===== config.mk =====
export PLATFORM = sky130hd
export DESIGN_NAME = crc32_fifo_reader
export DESIGN_NICKNAME = d
export VERILOG_FILES = /design/src/rtl/crc32_fifo_reader.sv
export SDC_FILE = /design/constraint.sdc
export NUM_CORES = 1
export LEC_CHECK = 0
export ABC_CLOCK_PERIOD_IN_PS = 4200
export CAP_MARGIN = 20
export CORE_ASPECT_RATIO = 1.1
export CORE_MARGIN = 2
export CORE_UTILIZATION = 40
export DETAILED_ROUTE_END_ITERATION = 12
export PLACE_DENSITY_LB_ADDON = 0.3
export SYNTH_ARGS = -nofsm -noshare
export SYNTH_HDL_FRONTEND = slang
export SYNTH_SLANG_ARGS = --single-unit

===== constraint.sdc =====
create_clock -name clk -period 4.2 [get_ports clk]
set_input_delay 0.84 -clock clk [delete_from_list [all_inputs] [get_ports clk]]
set_output_delay 0.84 -clock clk [all_outputs]
set_load 0.01 [all_outputs]

===== src/rtl/crc32_fifo_reader.sv =====
// Bit-serial reflected CRC-32 engine that drains a first-word-fall-through byte FIFO.
// One byte is folded per 8 clocks; the next pop overlaps the last bit, so there are no bubble cycles.
module crc32_fifo_reader #(
  parameter logic [31:0] POLY  = 32'hEDB88320,
  parameter int          CNT_W = 16
) (
  input  logic             clk,
  input  logic             rst_n,
  input  logic             init,
  input  logic [7:0]       fifo_dout,
  input  logic             fifo_empty,
  output logic             fifo_done,
  output logic [31:0]      crc_out,
  output logic [CNT_W-1:0] byte_count,
  output logic             busy,
  output logic             idle
);

  typedef enum logic {
    IDLE,
    SHIFT
  } state_e;

  state_e           state_q, state_d;
  logic [31:0]      crc_q, crc_d;
  logic [7:0]       shreg_q, shreg_d;
  logic [2:0]       bit_cnt_q, bit_cnt_d;
  logic [CNT_W-1:0] byte_cnt_q, byte_cnt_d;

  logic last_bit;
  logic fb;

  assign last_bit = (state_q == SHIFT) && (bit_cnt_q == 3'd7);
  assign fb       = crc_q[0] ^ shreg_q[0];

  // Pop only when the shifter is free or is consuming its final bit this edge.
  assign fifo_done = rst_n & ~init & ~fifo_empty & ((state_q == IDLE) | last_bit);

  assign crc_out    = ~crc_q;
  assign byte_count = byte_cnt_q;
  assign busy       = (state_q == SHIFT);
  assign idle       = (state_q == IDLE) && fifo_empty;

  always_comb begin
    // NOTE: every next-state signal takes its hold value first so no path leaves it unassigned (no latches).
    state_d    = state_q;
    crc_d      = crc_q;
    shreg_d    = shreg_q;
    bit_cnt_d  = bit_cnt_q;
    byte_cnt_d = byte_cnt_q;

    if (init) begin
      state_d    = IDLE;
      crc_d      = 32'hFFFF_FFFF;
      byte_cnt_d = '0;
    end else begin
      if (state_q == SHIFT) begin
        crc_d     = (crc_q >> 1) ^ (fb ? POLY : 32'h0);
        shreg_d   = shreg_q >> 1;
        bit_cnt_d = bit_cnt_q + 3'd1;
        if (last_bit) begin
          byte_cnt_d = byte_cnt_q + CNT_W'(1);
          state_d    = IDLE;
        end
      end
      // A pop on the last bit overrides the return to IDLE and reloads the shifter.
      if (fifo_done) begin
        shreg_d   = fifo_dout;
        bit_cnt_d = 3'd0;
        state_d   = SHIFT;
      end
    end
  end

  // NOTE: reset is synchronous here, so rst_n is tested inside the clocked branch, not in the sensitivity list.
  always_ff @(posedge clk) begin
    if (!rst_n) begin
      state_q    <= IDLE;
      crc_q      <= 32'hFFFF_FFFF;
      shreg_q    <= 8'h00;
      bit_cnt_q  <= 3'd0;
      byte_cnt_q <= '0;
    end else begin
      // NOTE: non-blocking assignments so every register samples the same pre-edge values.
      state_q    <= state_d;
      crc_q      <= crc_d;
      shreg_q    <= shreg_d;
      bit_cnt_q  <= bit_cnt_d;
      byte_cnt_q <= byte_cnt_d;
    end
  end

endmodule


-- After elaboration in Yosys (flattened, before gate mapping)
Cells that the tools add are included.
- $add $sub $neg: 2
- equal/unequal tests: 1
- mux-type cells: 8
- bitwise operators: 11
- reduce and logical (&&, ||, !) cells: 6
- operators with widths (cell ; number):
    $mux 32 ; 1
    $not 32->32 ; 1
    $xor 31x32->32 ; 1
    $add 16x1->16 const B ; 1
    $mux 8 ; 2
    $mux 3 ; 2
    $not 1->1 ; 4
    $reduce_and 2->1 ; 2
    $add 3x1->3 const B ; 1
    $and 1x1->1 ; 3
    $eq 3x3->1 const B ; 1
    $mux 1 ; 3
    $logic_and 1x1->1 ; 2
    $reduce_bool 2->1 ; 1
    $reduce_or 2->1 ; 1
    $or 1x1->1 ; 1
    $xor 1x1->1 ; 1
- flip-flop bits (word level): 60
- input bits: 12
- output and inout bits: 51
- word-level logic and storage cells: 33

-- Depth between registers and ports, before layout
Gate-level depths: netlist of the first run.
- depth in word-level cells: 6
- depth in mapped cells: 8

-- Worst setup path after synthesis of the first run
OpenSTA, ideal clock, no wires.
- kind: input -> output
- from: in init
- to: out fifo_done
- data arrival time: 1.700 ns
- required time: 3.360 ns
- path slack: 1.660 ns
- stages: 5
- cell sequence: nand2b_1 > buf_2 > or3_1 > buf_4 > inv_4
- word-level cells in the longest chain between the ends: 4
- RTL lines (element ; line ; source):
    start: declaration ; 9 ; input logic init,
    $not 1->1 (no line) ; - ;
    $and 1x1->1 (3 in series) ; 37 ; assign fifo_done = rst_n & ~init & ~fifo_empty & ((state_q == IDLE) | last_bit);
    end: declaration ; 12 ; output logic fifo_done,
No other way between the ends.

-- Worst setup path after layout of the first run
- from: in rst_n
- to: out fifo_done
- word-level cells in the longest chain between the ends: 3
- RTL lines (element ; line ; source):
    start: declaration ; 8 ; input logic rst_n,
    $and 1x1->1 (3 in series) ; 37 ;
No other way between the ends.

==> results of run 1 <==
==> layout make-up <==
cell class                 count  share of cell area (%)
clock buffer                  12                    4.84
clock inverter                 2                   0.293
inverter                      33                    3.70
multi-input combinational    193                    33.9
sequential                    60                    35.2
tap                           80                    2.93
timing repair buffer          66                    19.1
==> cell usage in the layout, fill, tap and decap left out, types with 2 or more instances in the layout <==
cell type	instances
sky130_fd_sc_hd__clkbuf_8	12
sky130_fd_sc_hd__a21oi_1	4
sky130_fd_sc_hd__or3_1	4
sky130_fd_sc_hd__o21ai_0	9
sky130_fd_sc_hd__nor2_1	13
sky130_fd_sc_hd__and4_1	2
sky130_fd_sc_hd__a31oi_1	7
sky130_fd_sc_hd__clkinv_2	2
sky130_fd_sc_hd__o211ai_1	31
sky130_fd_sc_hd__inv_1	32
sky130_fd_sc_hd__nand4_1	5
sky130_fd_sc_hd__nor3_1	2
sky130_fd_sc_hd__nand2_1	59
sky130_fd_sc_hd__buf_4	4
sky130_fd_sc_hd__dfxtp_1	59
sky130_fd_sc_hd__clkdlybuf4s50_1	62
sky130_fd_sc_hd__nand3_1	5
sky130_fd_sc_hd__xnor2_1	18
sky130_fd_sc_hd__ha_1	3
sky130_fd_sc_hd__nor2b_1	4
sky130_fd_sc_hd__a21boi_1	3
sky130_fd_sc_hd__xor2_1	7
sky130_fd_sc_hd__nor4_1	3
==> metal layers <==
layer	share of wire (%)	vias to the layer above	routed length (µm)	track usage, %
met2	46	42	2390	24.5
met5	0	-	0	0
met3	3.8	7	194	3.51
li1	-	1121	-	-
met4	2.2	0	113	9.55
met1	48	996	2470	19.3
==> metrics by stage <==
| stage | setup slack, ns | hold slack (ns) |
|---|---|---|
| 3_5_place_dp | 0.575 | 0.463 |
| 2_1_floorplan | 1.66 | 0.434 |
| 4_1_cts | 0.567 | 0.470 |
| 6_report | 0.590 | 0.465 |
| 5_1_grt | 0.481 | 0.481 |
| 3_3_place_gp | 0.593 | 0.449 |
==> sequential cells by signal, indices dropped and copies added (netlist names) <==
name,flops
busy,1
crc_q,32
shreg_q,8
byte_count,16
bit_cnt_q,3
==> where the power goes <==
part | leakage (nW) | switching (mW) | total (mW) | internal, mW
clock network | 0.0941 | 0.207 | 0.461 | 0.254
registers | 0.488 | 0.00783 | 0.591 | 0.583
logic | 0.820 | 0.0536 | 0.104 | 0.0504
total | 1.40 | 0.268 | 1.16 | 0.887
==> kinds of logic (layout without fill, tap and decap cells) <==
family          Yosys count  count (layout)
fa+ha+maj                 3               3
buf+inv                  51             113
simple gates            105             105
xor+xnor                 26              26
compound gates           59              59
flops                    60              60
==> how the worst max path moves through the flow <==
stage | from | endpoint | cells after the start | slack, ns
floorplan | init | fifo_done | 5 | 1.66
global placement | rst_n | fifo_done | 6 | 0.59
detailed placement | rst_n | fifo_done | 6 | 0.58
CTS | rst_n | fifo_done | 6 | 0.57
global route | rst_n | fifo_done | 6 | 0.48
finish | rst_n | fifo_done | 6 | 0.59
==> critical path, delay by kind of cell <==
family / cells / cell delay (ns)
buffers and inverters: 4 / 1.33
and+or+nand+nor: 2 / 0.60
==> impl.org, run 1 <==
** Status
- Status :: finished clean

** Critical path
- Register-to-Register Setup Slack :: 2.08 ns
- CP max stage delay :: 0.55 ns
- Kind of start point of the critical path :: input port
- Crit path max fanout :: 14
- The critical path is of the input port to output pin type.
- Walking the worst path, the cells encountered are clkdlybuf4s50_1 -> buf_4 -> nand2b_1 -> or3_1 -> inv_4 -> clkdlybuf4s50_1.
- Launching point of the worst reg2reg path :: busy
- At the worst endpoint, the required time is 3.36 ns.
- Slowest cell on crit path :: sky130_fd_sc_hd__clkdlybuf4s50_1
- Most used cell, CP :: sky130_fd_sc_hd__clkdlybuf4s50_1
- The endpoint identified for the worst register-to-register timing path is byte_count[15].
- Setup crit end kind :: output pin
- Counting cells, the worst reg-to-reg path comes to 5.
- At the worst endpoint, the arrival time is 2.77 ns.

** Cells and area
- In the final layout, the share of cells above drive strength 1 is 6.83%.
- Fill cells in the final layout number 626.
- Final Net Count :: 378
- The sequential cells in the finished layout cover a total of 0.00120 mm².
- For this run, the share of the core covered by cells in the final layout is 55.4%.
- The finished cells cover 0.00341 mm².
- Area of combinational cells with multiple inputs :: 0.00116 mm²
- The area growth from synthesis to layout is 33.7%.
- The number of antenna diodes in the final layout is 0.
- Final Non-Filler Cells :: 446

** Hold path
- Worst min path class :: flop to flop
- Hold Path Stages :: 2
- The startpoint identified for the worst hold timing path is shreg_q[3].
- The path with the worst hold slack has its endpoint at shreg_q[2].

** Floorplan
- Die Span Y :: 87.8 µm
- In this run the standard cell core region covers 0.00616 mm².
- Width of the chip :: 80.2 µm
- After floorplanning, the core was divided into 30 placement rows.
- For this configuration, the core starts out at a cell density of 41.5%.
- IO Pins :: 63
- The die covers 0.00704 mm².

** Power
- Leakage power figure :: 1.40 nW
- For this design the ratio of total power to cell area is 339 mW/mm².
- Power comes to 1.16 mW.
- Worst vdd ir :: 0.223 mV

** Clocking
- TritonCTS built the clock tree.
- Clock sink count :: 60
- After clock tree synthesis, the flow added hold-fix buffers numbering 0.
- Counting along the longest clock path gives a buffer depth of 2.
- After clock tree synthesis, the setup repair step added 0 buffers.
- H-tree depth :: 3
- CTS root buf :: sky130_fd_sc_hd__clkbuf_8
- After clock tree synthesis, the clock-pin slew on the worst setup and hold paths is 0.06 ns.
- Number of gates resized after CTS :: 0
- Num CTS Buffers :: 9
- Clock latency on the worst-skew pair, taken at its later pin, is 0.33 ns.

** Logic synthesis
- Ranked by total cell area, the synthesized netlist is headed by sky130_fd_sc_hd__dfxtp_1 47%, sky130_fd_sc_hd__o211ai_1 9.1%, sky130_fd_sc_hd__nand2_1 8.7%, sky130_fd_sc_hd__xnor2_1 6.5%, sky130_fd_sc_hd__inv_1 4.7%.
- Post-synthesis share of cell area spent on xor and xnor gates :: 8.92%
- Most common cell in the netlist :: sky130_fd_sc_hd__dfxtp_1
- After synthesis the netlist holds a flip-flop and latch count of 60.
- After synthesis, flip-flops and latches occupy 47.0% of the total area.
- Synth Area in Simple Gates :: 18.9%
- After synthesis, the largest area contributor takes up 47.0% of total cell area.
- Yosys printed 0 warnings.
- Share of cell area taken by muxes after synthesis :: 0%
- Fraction of the mapped netlist area in compound gates :: 15.7%
- Cell area after technology mapping :: 0.00255 mm²
- Largest area contributor in the netlist :: sky130_fd_sc_hd__dfxtp_1
- Synthesized netlist net count :: 319
- Adder-cell area share of the yosys netlist :: 1.47%
- Cell count after synthesis :: 304
- Number of enable flip-flop cells after synthesis :: 0
- After synthesis, the netlist uses 36 different library cells.
- Largest family of logic cells by synthesized area :: simple AND/OR/NAND/NOR gates
- Async set or reset register ratio after synthesis :: 0%
- The average instance in the mapped netlist occupies 8.40 µm².
- Top flip-flop cell by instance count after synthesis :: sky130_fd_sc_hd__dfxtp_1
- Commonest cells post-synth :: 60 x sky130_fd_sc_hd__dfxtp_1, 59 x sky130_fd_sc_hd__nand2_1, 32 x sky130_fd_sc_hd__inv_1, 31 x sky130_fd_sc_hd__o211ai_1, 19 x sky130_fd_sc_hd__xnor2_1

** STA
- Static timing analysis puts the maximum clock frequency at 0.277 GHz.
- Of the available clock period, the critical path in the final layout requires 85.9%.
- The count of final max-slew check failures is 0.
- Shortest clock period the worst path allows after layout :: 3.61 ns
- At the pin with the least slew margin, the transition time is 1.01 ns.
- The number of hold-slack violations in the final timing report came to 0.
- Final setup vio count :: 0
- Setup repair after global routing left no endpoint under its margin.
- Measured against its own limit, the worst slew margin works out to 32.2%.
- The clock arrives with 0.00692 ns of skew.
- For the final routed database, the setup TNS stands at 0 ns.

** Detailed routing
- Number of design rule violations left after detail routing :: 0
- In the final routed layout, each cell accounts on average for 11.6 µm.
- Remaining antenna violation count after routing :: 0
- Average via count per standard cell :: 4.86
- Across all layers, the routed design uses 2,166 vias.
- After detailed routing, the total wire length is 5.17 mm.
- The first detailed-routing pass took 4 iterations.
- Detailed router's first-iteration violation count :: 57

** Place
- The HPWL after detailed placement is 3.59 mm.
- Buffers placed on the I/O ports in this run total 62.
- Final Wtd Congestion :: 0.740
- Placed cell count :: 432
- Placed inst area :: 0.00324 mm²

** GRT
- Global routing used 15.5% of the available tracks across all layers.
- The via count of the first global-routing pass is 1,978.
- The first global-routing pass estimated 8.58 mm of wire.
- Initial antenna violation count :: 0
- Entering global routing, the biggest net connects 74 pins.
- Total gr overflow :: 0

** Flow run
- Number of violations of the max-capacitance limit :: 0
No activity file was read; power rests on OpenSTA's default activity.
==> inputs of run 2 (changes only) <==
--- a/config.mk
+++ b/config.mk
@@ -9,9 +9,10 @@
 export CAP_MARGIN = 20
 export CORE_ASPECT_RATIO = 1.1
 export CORE_MARGIN = 2
-export CORE_UTILIZATION = 40
+export CORE_UTILIZATION = 46
 export DETAILED_ROUTE_END_ITERATION = 12
 export PLACE_DENSITY_LB_ADDON = 0.3
+export SKIP_CTS_REPAIR_TIMING = 1
 export SYNTH_ARGS = -nofsm -noshare
 export SYNTH_HDL_FRONTEND = slang
 export SYNTH_SLANG_ARGS = --single-unit
==> run 2 against run 1 <==
- sequential cell count stayed put
- worst hold slack worse by 0.0038 ns
- cell count is 0.67% lower
- clock skew hardly changed
- first-iteration DRC count is 130% higher
- sequential share of layout area is 0.51 points lower
- sequential power hardly changed
- die area is 12% lower
- global-route usage is 2.0 points higher
- critical path depth is 1 lower
- critical endpoint unchanged
- largest cell class unchanged
==> impl.org, run 2 (same netlist as run 1, synthesis figures left out) <==
** Clocking
- H-tree depth :: 3 (unchanged)
- The clock tree buffer depth came to 2 (unchanged).
- CTS root buf :: sky130_fd_sc_hd__clkbuf_8
- TritonCTS clock tree :: built
- The number of clock buffers inserted by TritonCTS came to 9 (unchanged).
- Clock insertion delay at the later pin of the skew report :: 0.32 ns (about the same)
- Clock sink count :: 60 (unchanged)
- CTS clk-pin slew, worst paths :: 0.06 ns (about the same)

** Place
- The placed cell area came to 0.00323 mm² (-0.19%).
- Final Wtd Congestion :: 0.783 (+5.7%)
- Placement Setup Slack :: 0.618 ns (+0.0433 ns)
- The number of I/O port buffers is 62 (unchanged).
- Detailed placer's ending HPWL :: 3.34 mm (-6.9%)

** Critical path
- The critical path in this run is classified as input port to output pin.
- The required time of the worst setup path is 3.36 ns (about the same).
- Worst endpoint data arrival time :: 2.73 ns (-0.04 ns)
- Crit path max fanout :: 10 (-4)
- Kind of start point of the critical path :: input port
- The worst setup path is captured at an output pin.

** STA
- The count of final max-slew check failures is 0 (unchanged).
- Fraction of the cycle the final worst path needs :: 84.9% (-1.0 points)
- Final sum of negative setup slack :: 0 ns (unchanged)
- The final setup slack of the worst path came to 0.633 ns (+0.0423 ns).
- Setup repair after global routing left no endpoint under its margin.
- The worst clock skew came to 0.00713 ns (+0.000211 ns).
- Pin slew with the least headroom to its limit :: 0.960 ns (-0.0524 ns)
- Max_slew headroom :: 35.7% (+3.5 points)
- The highest clock rate was 0.280 GHz (+1.2%).
- The clock period minus final worst setup slack was 3.57 ns (-0.0423 ns).
- Final setup vio count :: 0 (unchanged)
- Number of hold-slack violations in the final timing report :: 0 (unchanged)
- The final worst hold slack came to 0.461 ns (-0.00383 ns).

** GRT
- The via count of the first global-routing pass came to 1,979 (+0.051%).
- The overall routing resource usage came to 17.5% (+2.0 points).
- The pin count of the biggest net entering global routing was 74 (unchanged).
- The residual overflow from global routing was 0 (unchanged).
- Global-route wire length before repair :: 8.30 mm (-3.2%)
- Initial antenna violation count :: 0 (unchanged)

** Flow run
- The number of violations of the max-capacitance limit is 0 (unchanged).

** Power
- Worst vdd ir :: 0.213 mV (-4.8%)
- The static leakage power came to 1.42 nW (+1.7%).
- The power consumption is 1.30 mW (+12%).
- Power Dens Cells :: 374 mW/mm² (+10%)

** Floorplan
- The row count was 28 (-6.7%).
- Area of the die :: 0.00616 mm² (-12%)
- Die Span Y :: 82.1 µm (-6.4%)
- Width of the chip :: 75.0 µm (-6.4%)
- The number of I/O pins was 63 (unchanged).
- The area inside the core boundary is 0.00536 mm² (-13%).
- Initial standard-cell utilization of the core :: 47.6% (+6.2 points)

** Cells and area
- Top library cells by usage in the layout, fill and taps aside :: 62 x sky130_fd_sc_hd__clkdlybuf4s50_1, 59 x sky130_fd_sc_hd__nand2_1, 59 x sky130_fd_sc_hd__dfxtp_1
- Area added between synthesis and finish :: 35.6%
- The number of inserted filler cells in the final layout is 456 (-27%).
- Fraction of layout instances using a drive strength above 1 :: 6.79% (-0.037 points)
- The post-layout instance area was 0.00346 mm² (+1.5%).
- The diode insertion count for antenna repair was 0 (unchanged).
- The flip-flop count of the largest register, all copies and words added is 32 (unchanged).
- The final-stage net count came to 378 (unchanged).
- Commonest non-fill, non-tap cell in the layout :: sky130_fd_sc_hd__clkdlybuf4s50_1
- crc_q holds more flip-flops than any other register.

** Detailed routing
- The total number of vias was 2,144 (-1.0%).
- Remaining antenna violation count after routing :: 0 (unchanged)
- The average detailed-routed wire length per instance is 11.0 µm (-4.8%).
- Number of design rule violations left after detail routing :: 0 (unchanged)
- Total detailed-routing wirelength :: 4.89 mm (-5.4%)
- The number of vias per cell came to 4.84 (-0.35%).
- The number of optimization iterations in the first detailed-route pass came to 4 (unchanged).
- The detailed router's first-iteration violation count came to 131 (+130%).

** Hold path
- Worst min path class :: flop to flop

** Status
- The flow ran to the end, and the final reports show no timing, DRC or antenna violations.
run 2: final timing paths:
check                                   from              to  slack [ns]  cells after the start
worst max-delay path                    init       fifo_done        0.63                      5
worst min-delay path            bit_cnt_q[2]    bit_cnt_q[2]        0.46                      2
worst max register to register          busy  byte_count[15]        2.06                      5
worst min register to register  bit_cnt_q[2]    bit_cnt_q[2]        0.46                      2
run 2: cell type report:
class                      instances  area (µm²)  area share [%]
clock buffer                      11         131            3.79
clock inverter                     5         100            2.89
inverter                          33         126            3.65
multi-input combinational        193        1160            33.5
sequential                        60        1200            34.7
tap                               75        93.8            2.71
timing repair buffer              66         651            18.8
run 2: metal layers:
layer | global-route usage [%] | up-vias | routed length [µm]
met5 | 0 | - | 0
met4 | 9.11 | 0 | 82
met3 | 4.00 | 9 | 233
met2 | 28.0 | 55 | 2290
met1 | 21.8 | 950 | 2290
li1 | - | 1130 | -
run 2: worst max-delay path, stage by stage:
cell and delay (ns):
sky130_fd_sc_hd__clkdlybuf4s50_1 0.45, sky130_fd_sc_hd__nand2b_1 0.19, sky130_fd_sc_hd__or3_1 0.53, sky130_fd_sc_hd__inv_4 0.17
sky130_fd_sc_hd__clkdlybuf4s50_1 0.55
run 2: report_power, final:
group	leakage, nW	total, mW	internal, mW	switching (mW)
Clock	0.117	0.600	0.393	0.208
Sequential	0.488	0.591	0.583	0.00787
Combinational	0.820	0.104	0.0503	0.0536
run 2: stage by stage:
step | cells | util, %
global route | 443 | 64.6
floorplan | 304 | -
global placement | 427 | 60.3
finish | 443 | 64.6
CTS | 443 | 64.6
detailed placement | 427 | 60.3
==> inputs of run 3 (changes only) <==
--- a/config.mk
+++ b/config.mk
@@ -5,7 +5,7 @@
 export SDC_FILE = /design/constraint.sdc
 export NUM_CORES = 1
 export LEC_CHECK = 0
-export ABC_CLOCK_PERIOD_IN_PS = 4200
+export ABC_CLOCK_PERIOD_IN_PS = 3300
 export CAP_MARGIN = 20
 export CORE_ASPECT_RATIO = 1.1
 export CORE_MARGIN = 2
==> constraint.sdc (replaced) <==
create_clock -name clk -period 3.3 [get_ports clk]
set_input_delay 0.66 -clock clk [delete_from_list [all_inputs] [get_ports clk]]
set_output_delay 0.66 -clock clk [all_outputs]
set_load 0.01 [all_outputs]
==> run 3 against run 2 <==
- cell count rose by 0.23%
- via count is 2.0% higher
- power grew 19%
- design area decreased by 0.65%
- critical path depth unchanged
- combinational power grew 29%
- clock skew is 0.00086 ns higher
- largest cell class unchanged
- count of clock-buffer cells in the layout is the same
- critical endpoint unchanged
==> impl.org, run 3 (same netlist as run 1, synthesis figures left out) <==
** Power
- Power spent charging and discharging nets :: 0.354 mW (+31%)
- Total power draw :: 1.54 mW (+19%)
- The static leakage power was 1.42 nW (-0.29%).
- Proportion of power drawn by the clock network :: 42.6% (-3.7 points)
- Sequential fraction of design power :: 48.7% (+3.1 points)
- Internal power contribution :: 1.19 mW (+16%)
- The relative contribution of combinational cells to total power is 8.7% (+0.7 points).
- The maximum VDD drop is 0.261 mV (+23%).
- Power Dens Cells :: 449 mW/mm² (+20%)
- The switching power share of the total came to 22.9% (+2.1 points).

** Cells and area
- The flip-flop count of the largest register, all copies and words added was 32 (unchanged).
- The diode insertion count for antenna repair came to 0 (unchanged).
- The library cells used most frequently in the layout, excluding fill and tap cells, are 62 x sky130_fd_sc_hd__clkdlybuf4s50_1, 59 x sky130_fd_sc_hd__nand2_1, 59 x sky130_fd_sc_hd__dfxtp_1.
- The area growth from synthesis to layout is 34.7%.
- Commonest non-fill, non-tap cell in the layout :: sky130_fd_sc_hd__clkdlybuf4s50_1
- More flip-flops sit in one register than any other, and that register is crc_q.
- The final-stage net count came to 379 (+0.26%).
- The fraction of final layout cells sized beyond drive strength 1 was 7.59% (+0.79 points).

** STA
- Fraction of the cycle the final worst path needs :: 93.5%
- Layout Skew :: 0.00799 ns (+0.000857 ns)
- Shortest clock period the worst path allows after layout :: 3.09 ns
- Final sum of negative setup slack :: 0 ns (unchanged)
- Highest achievable clock rate :: 0.324 GHz
- Final-report max-slew violation count :: 0 (unchanged)
- Number of hold-slack violations in the final timing report :: 0 (unchanged)
- The pin slew with the least headroom to its limit was 1.02 ns (+0.0568 ns).
- The worst-case headroom to the max-slew limit came to 31.9% (-3.8 points).
- Setup repair after global routing left no endpoint under its margin.
- Final setup vio count :: 0 (unchanged)

** Clocking
- Clock insertion delay at the later pin of the skew report :: 0.33 ns (about the same)
- TritonCTS clock tree :: built
- The clock tree buffer depth came to 2 (unchanged).
- CTS placed an instance of sky130_fd_sc_hd__clkbuf_8 at the clock tree root.
- CTS clk-pin slew, worst paths :: 0.06 ns (about the same)
- The H-tree level count was 3 (unchanged).
- The TritonCTS sink count came to 60 (unchanged).
- Num CTS Buffers :: 9 (unchanged)

** Critical path
- Register-to-Register Setup Slack :: 1.15 ns (-0.91 ns)
- The largest fanout on the critical path was 10 (unchanged).
- Launching point of the worst reg2reg path :: busy
- STA classifies the critical path startpoint as an input port.
- The worst register-to-register path ends at byte_count[15].
- The most critical setup path has its startpoint at init.
- The data arrival at the endpoint of the critical path came to 2.43 ns (-0.30 ns).
- The required time of the worst setup path came to 2.64 ns (-0.72 ns).
- Setup crit end kind :: output pin
- The worst setup path is of the input port to output pin kind.
- Depth of the worst register-to-register path :: 5 (unchanged)
- In this run the worst setup path terminates at fifo_done.

** Detailed routing
- The number of optimization iterations in the first detailed-route pass is 4 (unchanged).
- Remaining antenna violation count after routing :: 0 (unchanged)
- Total detailed-routing wirelength :: 5.16 mm (+5.4%)
- Final routed wire length divided by cell count :: 11.6 µm (+5.2%)
- Number of design rule violations left after detail routing :: 0 (unchanged)
- The number of vias per cell was 4.92 (+1.7%).
- Detailed router's first-iteration violation count :: 98 (-25%)
- The total number of vias is 2,186 (+2.0%).

** GRT
- The via count of the first global-routing pass was 1,983 (+0.20%).
- The residual overflow from global routing came to 0 (unchanged).
- The initial antenna violation count is 0 (unchanged).
- The first-pass GRT wire length is 8.56 mm (+3.2%).
- The pin count of the biggest net entering global routing came to 74 (unchanged).
- GRT Resource Usage Total :: 18.1% (+0.66 points)

** Floorplan
- Area of the die :: 0.00616 mm² (unchanged)
- The area inside the core boundary came to 0.00536 mm² (unchanged).
- Width of the chip :: 75.0 µm (unchanged)
- Initial standard-cell utilization of the core :: 47.6% (unchanged)
- Row count :: 28 (unchanged)
- IO Pins :: 63 (unchanged)
- Die Span Y :: 82.1 µm (unchanged)

** Status
- The run finished with clean final reports.

** Flow run
- The number of violations of the max-capacitance limit was 0 (unchanged).

** Place
- Detailed placer's ending HPWL :: 3.45 mm (+3.1%)
- I/O Buffers :: 62 (unchanged)
- Final Wtd Congestion :: 0.759 (-3.0%)

** Hold path
- Worst min path class :: flop to flop
==> run 3: metal layers <==
layer | up-vias | global-route usage, % | part of all wire [%]
met5 | - | 0 | 0
met4 | 0 | 7.50 | 1.3
met3 | 6 | 6.55 | 5.2
met2 | 57 | 28.7 | 45
met1 | 990 | 22.2 | 49
li1 | 1133 | - | -
==> run 3: metrics by stage <==
| step | utilization (%) | hold slack [ns] | instance area [µm²] | instances | setup WS, ns |
|---|---|---|---|---|---|
| floorplan | - | 0.434 | 2550 | 304 | 1.12 |
| global placement | 60.4 | 0.442 | 3240 | 428 | 0.270 |
| detailed placement | 60.4 | 0.448 | 3240 | 428 | 0.212 |
| CTS | 64.2 | 0.458 | 3440 | 444 | 0.207 |
| global route | 64.2 | 0.486 | 3440 | 444 | 0.118 |
| finish | 64.2 | 0.457 | 3440 | 444 | 0.215 |
==> run 3: how the worst min path moves through the flow <==
stage / from / end / slack, ns / depth (start not counted)
2_1_floorplan: bit_cnt_q[1] / bit_cnt_q[1] / 0.43 / 2
3_3_place_gp: bit_cnt_q[2] / bit_cnt_q[2] / 0.44 / 2
3_5_place_dp: bit_cnt_q[1] / bit_cnt_q[1] / 0.45 / 2
4_1_cts: bit_cnt_q[1] / bit_cnt_q[1] / 0.46 / 2
5_1_grt: bit_cnt_q[2] / bit_cnt_q[2] / 0.49 / 2
6_report: bit_cnt_q[2] / bit_cnt_q[2] / 0.46 / 2
==> run 3: power by group through the flow <==
stage	sequential [mW]	clock (mW)	combinational, mW
detailed placement	0.768	0	0.135
global route	0.754	0.707	0.149
finish	0.752	0.659	0.134
CTS	0.752	0.673	0.136
global placement	0.767	0	0.133
floorplan	0.766	0	0.0839
==> run 3: worst max-delay path: stages <==
cell and delay (ns):
sky130_fd_sc_hd__clkdlybuf4s50_1 0.46, sky130_fd_sc_hd__nand2b_1 0.20, sky130_fd_sc_hd__or3_1 0.42, sky130_fd_sc_hd__inv_4 0.13, sky130_fd_sc_hd__clkdlybuf4s50_1 0.55
==> run 3: cell type report <==
| cell class | instances | area, µm² |
|---|---|---|
| flip-flops and latches | 60 | 1200 |
| repair buffers | 67 | 658 |
| clock inverters | 5 | 50.0 |
| well taps | 75 | 93.8 |
| clock buffers | 11 | 151 |
| fillers | 479 | 1920 |
| inverters | 33 | 126 |
| multi-input cells | 193 | 1160 |
